### src/rtl/cc4_pkg.sv
`default_nettype none
// ============================================================================
//  Module      : cc4_pkg
//  Description : Shared definitions for the Convolutional_Code_4 Viterbi
//                decoder: state count, generator polynomials, state type and
//                the expected-symbol function used by the branch metrics.
//  Revision    : 1.0 - initial release
// ============================================================================
package cc4_pkg;

    localparam int NUM_STATES = 8;

    // Generator taps over {u, b2, b3, b4}, MSB = current data bit.
    localparam logic [3:0] G1 = 4'b1101;
    localparam logic [3:0] G2 = 4'b1111;

    // {b2, b3, b4}; bit 2 is the most recent data bit.
    typedef logic [2:0] state_t;

    // Returns {e1, e2}: the symbol pair emitted when input u leaves 'state'.
    function automatic logic [1:0] cc4_expected(input state_t state, input logic u);
        logic [3:0] w_taps;
        w_taps = {u, state};
        return {^(w_taps & G1), ^(w_taps & G2)};
    endfunction

endpackage
`default_nettype wire

### src/rtl/cc4_acs_unit.sv
`default_nettype none
// ============================================================================
//  Module      : cc4_acs_unit
//  Description : Add-compare-select for one next state. Adds each branch
//                metric to its predecessor metric and keeps the smaller sum.
//                Ties resolve to predecessor 0.
//  Ports       : i_pm0/i_pm1  predecessor path metrics (p0, p1)
//                i_bm0/i_bm1  branch metrics p0->n, p1->n (0..2)
//                o_pm         selected metric, one bit wider (no overflow)
//                o_sel        1 when p1 was selected
//  Revision    : 1.0 - initial release
// ============================================================================
module cc4_acs_unit #(
    parameter int PM_W = 6
) (
    input  logic [PM_W-1:0] i_pm0,
    input  logic [PM_W-1:0] i_pm1,
    input  logic [1:0]      i_bm0,
    input  logic [1:0]      i_bm1,
    output logic [PM_W:0]   o_pm,
    output logic            o_sel
);

    logic [PM_W:0] w_cand0;
    logic [PM_W:0] w_cand1;

    assign w_cand0 = {1'b0, i_pm0} + {{(PM_W-1){1'b0}}, i_bm0};
    assign w_cand1 = {1'b0, i_pm1} + {{(PM_W-1){1'b0}}, i_bm1};

    // Strict less-than so that equal candidates keep p0.
    assign o_sel = (w_cand1 < w_cand0);
    assign o_pm  = o_sel ? w_cand1 : w_cand0;

endmodule
`default_nettype wire

### src/rtl/cc4_viterbi_decoder.sv
`default_nettype none
// ============================================================================
//  Module      : cc4_viterbi_decoder
//  Description : Hard-decision Viterbi decoder for the 8-state rate-1/2
//                Convolutional_Code_4 code. Eight ACS units feed a same-cycle
//                min/normalize stage; survivors use register exchange and the
//                decision is read TB_DEPTH accepted symbols deep.
//  Ports       : clock, reset (async, active-high)
//                in_valid, sym1, sym2   received symbol pair
//                out_valid, out_bit     decoded bit (registered)
//                metric_min             metric removed by normalization this
//                                       step (saturated); 0 on a clean channel
//  Revision    : 1.0 - initial release
// ============================================================================
module cc4_viterbi_decoder
    import cc4_pkg::*;
#(
    parameter int PM_W     = 6,
    parameter int TB_DEPTH = 16
) (
    input  logic            clock,
    input  logic            reset,
    input  logic            in_valid,
    input  logic            sym1,
    input  logic            sym2,
    output logic            out_valid,
    output logic            out_bit,
    output logic [PM_W-1:0] metric_min
);

    localparam int                c_CNT_W   = $clog2(TB_DEPTH + 1);
    localparam logic [c_CNT_W-1:0] c_CNT_FULL = c_CNT_W'(TB_DEPTH);
    localparam logic [c_CNT_W-1:0] c_CNT_LAST = c_CNT_W'(TB_DEPTH - 1);
    localparam logic [PM_W-1:0]   c_PM_MAX  = '1;
    // Large start metric for non-zero states pins decoding to the encoder's
    // all-zero start state.
    localparam logic [PM_W-1:0]   c_PM_INIT = {1'b1, {(PM_W-1){1'b0}}};

    logic [NUM_STATES-1:0][PM_W-1:0]     r_pm;
    logic [NUM_STATES-1:0][TB_DEPTH-1:0] r_surv;
    logic [c_CNT_W-1:0]                  r_cnt;
    logic                                r_out_valid;
    logic                                r_out_bit;
    logic [PM_W-1:0]                     r_metric_min;

    logic [NUM_STATES-1:0][PM_W:0]       w_pm_new;
    logic [NUM_STATES-1:0]               w_sel;
    logic [NUM_STATES-1:0][TB_DEPTH-1:0] w_surv_new;
    logic [NUM_STATES-1:0][PM_W-1:0]     w_pm_norm;
    logic [PM_W:0]                       w_min;
    logic [PM_W:0]                       w_diff;
    state_t                              w_best;
    logic                                w_out_bit;
    logic [PM_W-1:0]                     w_min_sat;

    // ------------------------------------------------------------------
    // Trellis: next state n = {u, n[1], n[0]} is reached from
    // p0 = {n[1], n[0], 0} and p1 = {n[1], n[0], 1} with input u = n[2].
    // ------------------------------------------------------------------
    for (genvar n = 0; n < NUM_STATES; n++) begin : g_acs
        localparam state_t c_P0 = state_t'((n % 4) * 2);
        localparam state_t c_P1 = state_t'((n % 4) * 2 + 1);
        localparam logic   c_U  = (n >= 4);

        logic [1:0] w_e0;
        logic [1:0] w_e1;
        logic [1:0] w_bm0;
        logic [1:0] w_bm1;

        assign w_e0  = cc4_expected(c_P0, c_U);
        assign w_e1  = cc4_expected(c_P1, c_U);
        assign w_bm0 = {1'b0, (sym1 != w_e0[1])} + {1'b0, (sym2 != w_e0[0])};
        assign w_bm1 = {1'b0, (sym1 != w_e1[1])} + {1'b0, (sym2 != w_e1[0])};

        cc4_acs_unit #(
            .PM_W (PM_W)
        ) u_acs (
            .i_pm0 (r_pm[c_P0]),
            .i_pm1 (r_pm[c_P1]),
            .i_bm0 (w_bm0),
            .i_bm1 (w_bm1),
            .o_pm  (w_pm_new[n]),
            .o_sel (w_sel[n])
        );

        // Register exchange: inherit the chosen predecessor's history and
        // append the input bit that this transition implies.
        assign w_surv_new[n] = w_sel[n] ? {r_surv[c_P1][TB_DEPTH-2:0], c_U}
                                        : {r_surv[c_P0][TB_DEPTH-2:0], c_U};
    end

    // 8-way minimum of the freshly selected metrics.
    always_comb begin
        w_min = w_pm_new[0];
        for (int i = 1; i < NUM_STATES; i++) begin
            if (w_pm_new[i] < w_min) begin
                w_min = w_pm_new[i];
            end
        end
    end

    // Normalize, saturate, and pick the lowest-index zero-metric state.
    // Scanning downward lets the lowest index overwrite higher ones.
    always_comb begin
        w_diff    = '0;
        w_pm_norm = '0;
        w_best    = '0;
        for (int i = NUM_STATES - 1; i >= 0; i--) begin
            w_diff       = w_pm_new[i] - w_min;
            w_pm_norm[i] = w_diff[PM_W] ? c_PM_MAX : w_diff[PM_W-1:0];
            if (w_diff == '0) begin
                w_best = state_t'(i);
            end
        end
    end

    assign w_out_bit = w_surv_new[w_best][TB_DEPTH-1];
    assign w_min_sat = w_min[PM_W] ? c_PM_MAX : w_min[PM_W-1:0];

    always_ff @(posedge clock or posedge reset) begin
        if (reset) begin
            for (int i = 0; i < NUM_STATES; i++) begin
                r_pm[i]   <= (i == 0) ? '0 : c_PM_INIT;
                r_surv[i] <= '0;
            end
            r_cnt        <= '0;
            r_out_valid  <= 1'b0;
            r_out_bit    <= 1'b0;
            r_metric_min <= '0;
        end else begin
            r_out_valid <= 1'b0;
            if (in_valid) begin
                r_pm         <= w_pm_norm;
                r_surv       <= w_surv_new;
                r_out_bit    <= w_out_bit;
                r_metric_min <= w_min_sat;
                // Counting this accept, the survivor is full once the prior
                // count has reached TB_DEPTH-1.
                r_out_valid  <= (r_cnt >= c_CNT_LAST);
                if (r_cnt != c_CNT_FULL) begin
                    r_cnt <= r_cnt + 1'b1;
                end
            end
        end
    end

    assign out_valid  = r_out_valid;
    assign out_bit    = r_out_bit;
    assign metric_min = r_metric_min;

endmodule
`default_nettype wire

### config.mk
export PLATFORM = sky130hd
export DESIGN_NAME = cc4_viterbi_decoder
export DESIGN_NICKNAME = d
export VERILOG_FILES = /design/src/rtl/cc4_pkg.sv /design/src/rtl/cc4_acs_unit.sv /design/src/rtl/cc4_viterbi_decoder.sv
export SDC_FILE = /design/constraint.sdc
export NUM_CORES = 1
export LEC_CHECK = 0
export BUFFER_PORTS_ARGS = -buffer_cell sky130_fd_sc_hd__buf_2
export CORE_ASPECT_RATIO = 0.9
export CORE_UTILIZATION = 66
export DETAILED_ROUTE_END_ITERATION = 8
export PLACE_DENSITY = 0.83
export RECOVER_POWER = 50
export SYNTH_ARGS = -nofsm -noshare
export SYNTH_HDL_FRONTEND = slang
export SYNTH_SLANG_ARGS = --single-unit
### constraint.sdc
create_clock -name clock -period 21.4 [get_ports clock]
set_input_delay 3.21 -clock clock [delete_from_list [all_inputs] [get_ports clock]]
set_output_delay 3.21 -clock clock [all_outputs]
set_load 0.05 [all_outputs]
==> results by stage, run 1 <==
Global route:
- The wire length of the first global-routing pass is 78.5 mm.
- The initial antenna violation count is 0.
- After global routing the overflow that remains totals 0.
- The largest net degree at the start of global routing is 113.
- The overall global routing resource usage is 0.393.
- The via count of the first global-routing pass came to 14500.

Floorplanning:
- The chip height is 152 um.
- The die width is 168 um.
- The die covers 25500 um^2.
- The initial utilization of the core area, before any placement, comes to 0.676.
- The core area is 24300 um^2.
- Pin placement for this block handled 13 I/O pins.
- In this run the core area contains 54 standard-cell rows.

Worst hold path:
- The kind of path behind the tightest hold check is register to register.
- The worst hold path begins at r_cnt[3]$_DFFE_PP0P_.

Synthesis:
- The share of synthesized area in the top cell type comes to 0.242.
- The number of synthesized flops with an enable pin is 0.
- Among all cell types in the netlist, the one instantiated most often is sky130_fd_sc_hd__nor2_1.
- Among all flip-flop cells after synthesis, the most frequent one is sky130_fd_sc_hd__dfrtp_1.
- Ranked by total cell area, the synthesized netlist is headed by sky130_fd_sc_hd__dfrtp_1 (24%), sky130_fd_sc_hd__ha_1 (9.5%), sky130_fd_sc_hd__mux2i_1 (8.2%), sky130_fd_sc_hd__a21oi_1 (7.0%), sky130_fd_sc_hd__nor2_1 (5.6%).
- Counting instances in the post-synthesis netlist gives the leading cell types as sky130_fd_sc_hd__nor2_1 (243), sky130_fd_sc_hd__a21oi_1 (229), sky130_fd_sc_hd__dfrtp_1 (159).
- The sequential cell area fraction in the yosys report is 0.253.
- Counting every net in the synthesized netlist gives 2126.
- The count of different cell masters after synthesis is 110.
- Synthesis inferred 166 register bits.
- In this run the mean area of a mapped cell was 8.23 um^2.
- The library cell with the largest summed area after synthesis is sky130_fd_sc_hd__dfrtp_1.
- During synthesis, Yosys emitted a total of 0 warnings.
- The summed instance area of the synthesized netlist is 16400 um^2.
- After synthesis, the share of flip-flops with an asynchronous set or reset is 1.00.
- The number of instances in the synthesized netlist is 1996.

Worst setup path:
- The startpoint type of the worst setup path is a primary input.
- On the worst path, the slowest cell contributes a delay of 0.52 ns.
- By instance count, the cell type seen most on the critical path is sky130_fd_sc_hd__ha_1.
- The start point of the critical path is sym1.
- STA puts the critical path data arrival time at 20.57 ns.
- The endpoint required time on the critical path is 21.67 ns.
- The startpoint identified for the worst register-to-register timing path is r_pm[6]$_DFFE_PP0P_.
- The largest fanout of any net on the critical path is 13.
- The type of destination of the critical path is a register.
- The category of the most critical setup path is primary input to register.
- The master of the slowest instance on the critical path is sky130_fd_sc_hd__or4b_1.

STA:
- The slew of the pin with the lowest slew margin is 4.22 ns.
- The maximum operating frequency is 49.3 MHz.
- The number of hold violations in the final report came to 0.
- Setup violations remaining at the end of the flow were counted as 0.
- The relative max-transition margin is -1.83.
- In the finished design, the share of the clock period the worst path needs comes to 0.948.
- The number of max-slew violations in the final report is 169.
- Between clock sinks in the finished design, the worst skew comes to 0.00837 ns.
- Across all hold checks on the routed design, the worst slack comes to 0.520 ns.
- The final setup TNS is 0 ns.
- The final critical delay including setup and external delays is 20.30 ns.

Drt:
- The number of iterations in the first detailed-routing pass is 6.
- For this block, the initial DRC count from the detailed router was 1769.
- The count of nets left with antenna violations once routing finished came out at 0.
- Dividing the detail-routed via count by the number of cells gives 6.76.
- The average detailed-routed wire length per instance is 21.9 um.
- In the routed design, unresolved DRC markers number 0.
- The total wirelength of the detailed-routed design is 50.2 mm.
- The vias after detailed routing is 15500.

Clock network:
- In this run, CTS created clock tree buffers numbering 17.
- The TritonCTS clock tree is done.
- Counting every sink on the clock net gives 166.
- The clock transition at the registers of the reported paths is 0.07 ns.
- The cell at the root of the clock tree is sky130_fd_sc_hd__clkbuf_16.
- The maximum level of the CTS H-tree is 4.
- In this run the deepest clock path goes through 2 buffers.
- In this run, post-CTS hold repair placed 0 buffers.
- The clock latency at the later pin of the worst-skew pair is 0.44 ns.

Cells and area:
- The number of antenna diodes in the final layout is 0.
- In the final layout, the share of cells above drive strength 1 is 0.101.
- For this run, the post-layout net count is 2103.
- The layout overhead on the synthesized area is 6.98%.
- The filler cells instantiated in the layout total 1912.

Outcome:
- The flow ran to the end, but the final reports show violations.
- The checks that failed: capacitance limit, slew limit.

Place:
- In this run the tool buffered the top-level ports with 12 buffer cells.
- The half-perimeter wire length of the detailed placement result is 36.7 mm.
- The weighted congestion reported at the end of routability-driven placement is 1.02.

Run:
- The number of maximum-capacitance constraint violations is 2.
## critical path, delay by kind of cell
family | cells | cell delay, ns
compound gates | 34 | 6.84
fa+ha+maj | 15 | 4.98
simple gates | 16 | 2.70
mux | 4 | 1.43
buf+inv | 7 | 1.19
xor+xnor | 1 | 0.21
## cell usage in the layout, fill, tap and decap left out, types with 8 or more instances in the layout
master	count
sky130_fd_sc_hd__a211oi_1	13
sky130_fd_sc_hd__a21o_1	28
sky130_fd_sc_hd__a21oi_1	225
sky130_fd_sc_hd__a31oi_1	37
sky130_fd_sc_hd__and2_1	15
sky130_fd_sc_hd__and3_1	16
sky130_fd_sc_hd__buf_4	51
sky130_fd_sc_hd__clkbuf_1	9
sky130_fd_sc_hd__clkbuf_16	17
sky130_fd_sc_hd__dfrtp_1	159
sky130_fd_sc_hd__ha_1	125
sky130_fd_sc_hd__inv_1	99
sky130_fd_sc_hd__maj3_1	10
sky130_fd_sc_hd__mux2_2	26
sky130_fd_sc_hd__mux2i_1	134
sky130_fd_sc_hd__nand2_1	106
sky130_fd_sc_hd__nand2b_1	17
sky130_fd_sc_hd__nand3_1	48
sky130_fd_sc_hd__nand4_1	17
sky130_fd_sc_hd__nor2_1	243
sky130_fd_sc_hd__nor2b_1	33
sky130_fd_sc_hd__nor3_1	21
sky130_fd_sc_hd__o2111ai_1	8
sky130_fd_sc_hd__o211ai_1	12
sky130_fd_sc_hd__o21ai_0	83
sky130_fd_sc_hd__o21ai_1	16
sky130_fd_sc_hd__o221ai_1	14
sky130_fd_sc_hd__o22a_1	14
sky130_fd_sc_hd__o22ai_1	10
sky130_fd_sc_hd__o31ai_1	9
sky130_fd_sc_hd__or2_2	8
sky130_fd_sc_hd__xnor2_1	99
sky130_fd_sc_hd__xor2_1	45
## flip-flops by register name, indices dropped and copies added, names as in the netlist
register,flops
r_pm,48
metric_min,6
r_surv,105
r_cnt,5
out_bit,1
out_valid,1
## kinds of logic (layout without fill, tap and decap cells)
| logic type | Yosys count | count (layout) | synth area share |
|---|---|---|---|
| buf+inv | 208 | 196 | 0.0503 |
| flops | 166 | 166 | 0.253 |
| mux | 170 | 170 | 0.108 |
| simple gates | 574 | 574 | 0.166 |
| xor+xnor | 146 | 146 | 0.0778 |
| fa+ha+maj | 142 | 142 | 0.106 |
| compound gates | 590 | 590 | 0.238 |
## per-stage QoR
| stage | util | instances | area (um^2) | setup slack, ns |
|---|---|---|---|---|
| final | 0.723 | 2292 | 17600 | 1.10 |
| after global placement | 0.690 | 2249 | 16800 | 0.514 |
| after CTS | 0.715 | 2279 | 17400 | 0.425 |
| after floorplan | - | 1996 | 16400 | 1.62 |
| after global routing | 0.723 | 2292 | 17600 | -0.0682 |
| after detailed placement | 0.690 | 2249 | 16800 | 0.0320 |
## what timing repair did
action / in CTS / in global routing
endpoints found under the setup margin: 0 / 6
gates resized for setup: 0 / 21
buffers inserted: 0 / 13
## layout make-up
| cell class | count | area (um^2) | area share |
|---|---|---|---|
| Timing Repair Buffer | 65 | 465 | 0.0265 |
| Inverter | 101 | 384 | 0.0219 |
| Clock buffer | 18 | 439 | 0.0250 |
| Tap cell | 308 | 385 | 0.0219 |
| Clock inverter | 12 | 170 | 0.00968 |
| Multi-Input combinational cell | 1622 | 11600 | 0.658 |
| Sequential cell | 166 | 4160 | 0.237 |
## final timing paths
kind | depth (start not counted) | slack (ns) | end
hold reg to reg | 1 | 0.52 | r_cnt[3]$_DFFE_PP0P_
setup / recovery | 77 | 1.10 | out_bit$_DFFE_PP0P_
min in group asynchronous | 2 | 4.02 | r_cnt[0]$_DFFE_PP0P_
setup reg to reg | 74 | 4.15 | out_bit$_DFFE_PP0P_
max in group asynchronous | 3 | 12.66 | r_pm[28]$_DFFE_PP0P_
hold / removal | 1 | 0.52 | r_cnt[3]$_DFFE_PP0P_
## layer usage
layer | part of all wire | GRT usage
met3 | 0.099 | 0.0930
met4 | 0.030 | 0.140
met2 | 0.45 | 0.622
met1 | 0.42 | 0.527
met5 | 0 | 0
Power of run 1 is not shown: default switching activity piles up to over one toggle a cycle in this logic, so the estimate is an artifact.
==> inputs of run 2 (changes only) <==
--- a/config.mk
+++ b/config.mk
@@ -5,12 +5,13 @@
 export SDC_FILE = /design/constraint.sdc
 export NUM_CORES = 1
 export LEC_CHECK = 0
+export ABC_CLOCK_PERIOD_IN_PS = 21400
 export BUFFER_PORTS_ARGS = -buffer_cell sky130_fd_sc_hd__buf_2
 export CORE_ASPECT_RATIO = 0.9
-export CORE_UTILIZATION = 66
+export CORE_UTILIZATION = 40
 export DETAILED_ROUTE_END_ITERATION = 8
-export PLACE_DENSITY = 0.83
 export RECOVER_POWER = 50
 export SYNTH_ARGS = -nofsm -noshare
 export SYNTH_HDL_FRONTEND = slang
+export SYNTH_HIERARCHICAL = 1
 export SYNTH_SLANG_ARGS = --single-unit
==> results by stage, run 2 <==
Outcome:
- The run finished, with violations left.
- The final reports fail on capacitance limit, slew limit.

Clock network:
- The post-cts hold buffer count came to 0 (unchanged).
- The clock transition at the registers of the reported paths is 0.07 ns (about the same).
- The clock latency at the later pin of the worst-skew pair is 0.45 ns (about the same).
- The CTS sink count is 166 (unchanged).
- The cell at the root of the clock tree is sky130_fd_sc_hd__clkbuf_16.
- The maximum level of the CTS H-tree is 4 (unchanged).
- The TritonCTS clock tree is done.
- The maximum clock insertion buffer count was 2 (unchanged).
- The number of buffers created by CTS was 17 (unchanged).

Floorplanning:
- The area enclosed by the die boundary is 42500 um^2 (+67%).
- The starting density of the core came to 0.408 (-0.267).
- The die width is 217 um (+29%).
- The core area was 40900 um^2 (+68%).
- The number of rows created at floorplan is 70 (+30%).
- The chip height is 196 um (+29%).
- The I/O pin count is 13 (unchanged).

Run:
- The number of maximum-capacitance constraint violations is 2 (unchanged).

Drt:
- The vias after detailed routing came to 14900 (-3.9%).
- The antenna violation net count after detailed routing is 0 (unchanged).
- The number of iterations in the first detailed-routing pass is 6 (unchanged).
- The remaining routing DRC violations was 0 (unchanged).
- The total wirelength of the detailed-routed design is 51.2 mm (+2.1%).
- The average detailed-routed wire length per instance was 20.3 um (-7.5%).
- The number of vias per cell after detailed routing is 5.88 (-13%).
- The starting DRC count in detailed routing is 1439 (-19%).

Place:
- The count of buffers inserted at the top-level ports was 12 (unchanged).
- The half-perimeter wire length of the detailed placement result is 40.2 mm (+9.5%).
- The area of placed instances is 17500 um^2 (+4.2%).
- The weighted congestion reported at the end of routability-driven placement is 1.00 (-1.2%).

Cells and area:
- The area of all placed cells without fillers is 18100 um^2 (+3.1%).
- The final net count is 2128 (+1.2%).
- The register with the most flip-flops is r_surv.
- The library cells used most frequently in the layout, excluding fill and tap cells, are sky130_fd_sc_hd__nor2_1 (214), sky130_fd_sc_hd__inv_1 (189), sky130_fd_sc_hd__a21oi_1 (173), sky130_fd_sc_hd__dfrtp_1 (159), sky130_fd_sc_hd__mux2i_1 (155).
- The ratio of cells with drive above 1 in the final layout is 0.0910 (-0.00981).
- From synthesis to final layout, the design area changed by 8.55%.
- The number of inserted diodes is 0 (unchanged).
- Leaving out fill and tap cells, the most frequent cell in the layout is sky130_fd_sc_hd__nor2_1.
- The flip-flop count of the largest register, all copies and words added was 105 (unchanged).
- The number of filler instances in the final layout came to 3985 (+110%).

Worst setup path:
- The delay contributed by the slowest stage of the critical path is 0.59 ns (+0.07 ns).
- On the critical path, the stage with the largest delay is an instance of sky130_fd_sc_hd__or4_4.
- The category of the most critical setup path is primary input to register.
- The startpoint type of the worst setup path is a primary input.
- The largest fanout of any net on the critical path came to 18 (+5).
- The type of destination of the critical path is a register.
- The worst endpoint data arrival time is 20.55 ns (-0.02 ns).
- The endpoint required time on the critical path was 21.71 ns (+0.04 ns).

Synthesis:
- The library cell with the largest summed area after synthesis is sky130_fd_sc_hd__dfrtp_1.
- The number of instances in the synthesized netlist was 1978 (-0.90%).
- Ranked by total cell area, the synthesized netlist is headed by sky130_fd_sc_hd__dfrtp_1 (24%), sky130_fd_sc_hd__ha_1 (9.8%), sky130_fd_sc_hd__mux2i_1 (9.7%), sky130_fd_sc_hd__a21oi_1 (5.2%), sky130_fd_sc_hd__nor2_1 (4.8%).
- The warning count from the yosys run is 6 (+6).
- The commonest register cell after synthesis is sky130_fd_sc_hd__dfrtp_1.
- The summed instance area of the synthesized netlist was 16700 um^2 (+1.6%).
- The number of synthesized flops with an enable pin is 0 (unchanged).
- The synthesized area per cell is 8.44 um^2 (+2.5%).
- Counting instances in the post-synthesis netlist gives the leading cell types as sky130_fd_sc_hd__nor2_1 (215), sky130_fd_sc_hd__inv_1 (191), sky130_fd_sc_hd__a21oi_1 (173).
- The count of different cell masters after synthesis is 99 (-10%).
- The portion of synthesized cell area occupied by the leading cell type came to 0.238 (-0.00376).
- The number of nets produced by synthesis came to 2130 (+0.19%).
- The fraction of synthesis flops using an asynchronous set or reset pin is 1.00 (unchanged).
- The most repeated cell in the gate-level netlist after synthesis is sky130_fd_sc_hd__nor2_1.
- The number of flip-flops and latches in the synthesized netlist was 166 (unchanged).
- The sequential cell area fraction in the yosys report was 0.249 (-0.00393).

STA:
- The relative max-transition margin is -1.66 (+0.163).
- The share of the cycle needed by the critical path after routing is 0.946 (-0.00279).
- The number of max-slew violations in the final report came to 169 (unchanged).
- The final number of setup-violating endpoints is 0 (unchanged).
- The final setup TNS came to 0 ns (unchanged).
- The final critical delay including setup and external delays was 20.24 ns (-0.0597 ns).
- Setup repair after global routing left no endpoint under its margin.
- The number of hold violations in the final report was 0 (unchanged).
- The maximum operating frequency was 49.4 MHz (+0.29%).
- The worst clock skew was 0.0168 ns (+0.00841 ns).
- The slew of the pin with the lowest slew margin is 3.97 ns (-0.243 ns).

Global route:
- The via count of the first global-routing pass was 14300 (-1.5%).
- The wire length of the first global-routing pass is 81.6 mm (+4.0%).
- The remaining global-route overflow is 0 (unchanged).
- The initial antenna violation count was 1 (+1).
- The overall global routing resource usage was 0.244 (-0.149).
- The largest net degree at the start of global routing is 134 (+19%).

Worst hold path:
- The kind of path behind the tightest hold check is register to register.
==> run 2: cell types whose count changed after synthesis, sizes merged, moves of 21 or more <==
cell / change
nand2: -21
a21oi: -58
nor2: -27
o21ai: -37
mux2i: +22
inv: +98
==> run 2: kinds of logic (layout without fill, tap and decap cells) <==
family / Yosys count / count (layout) / synth area share
AO/OA/AOI/OAI: 487 / 487 / 0.200
XOR/XNOR: 133 / 133 / 0.0747
adder cells (fa/ha/maj): 166 / 166 / 0.129
buffers and inverters: 286 / 297 / 0.0678
flip-flops: 166 / 166 / 0.249
multiplexers: 182 / 182 / 0.113
AND/OR/NAND/NOR: 558 / 558 / 0.167
==> run 2: layout make-up <==
cell class,count,area (um^2),share of cell area
tap,540,676,0.0373
clock inverter,14,161,0.00891
timing repair buffer,65,453,0.0250
clock buffer,18,429,0.0237
inverter,200,774,0.0427
multi-input combinational,1526,11500,0.633
sequential,166,4160,0.230
==> run 2: worst max-delay path: cells and delay by family <==
| kind | cells | cell delay (ns) |
|---|---|---|
| and+or+nand+nor | 26 | 5.13 |
| xor gates and xnor gates | 2 | 0.41 |
| AOI/OAI and AO/OA | 32 | 5.96 |
| buffers and inverters | 12 | 1.27 |
| adders and majority gates | 13 | 4.17 |
| muxes | 2 | 0.41 |
==> run 2: through the flow <==
stage,setup WS (ns),cells,hold WS (ns),utilization
6_report,1.16,2529,0.472,0.443
5_1_grt,0.0160,2529,0.507,0.443
4_1_cts,0.765,2529,0.476,0.442
3_5_place_dp,0.380,2497,0.454,0.427
3_3_place_gp,0.703,2497,0.450,0.427
2_1_floorplan,0.901,1978,0.437,-
==> run 2: what timing repair did <==
action	CTS	global route
resized for setup	0	16
buffers inserted	0	0
setup endpoints to repair	0	1
==> run 2: routing by layer <==
metal  global-route usage  up-vias  wire length [um]
met5                    0        -                 0
met4               0.0608        0               882
met2                0.361      485             21500
met1                0.366     7225             24700
met3               0.0389       67              4100
li1                     -     7103                 -
==> run 2: path summary, 6_finish.rpt <==
kind / start / endpoint / slack [ns] / depth (start not counted)
min in group asynchronous: reset / r_surv[115]$_DFFE_PP0P_ / 3.98 / 2
hold reg to reg: r_surv[112]$_DFFE_PP0P_ / r_surv[112]$_DFFE_PP0P_ / 0.47 / 1
setup reg to reg: r_pm[7]$_DFFE_PP0P_ / out_bit$_DFFE_PP0P_ / 4.09 / 83
hold / removal: r_surv[112]$_DFFE_PP0P_ / r_surv[112]$_DFFE_PP0P_ / 0.47 / 1
setup / recovery: sym2 / out_bit$_DFFE_PP0P_ / 1.16 / 87
max in group asynchronous: reset / r_pm[31]$_DFFE_PP0P_ / 12.51 / 3
Power of run 2 is left out for the same reason.
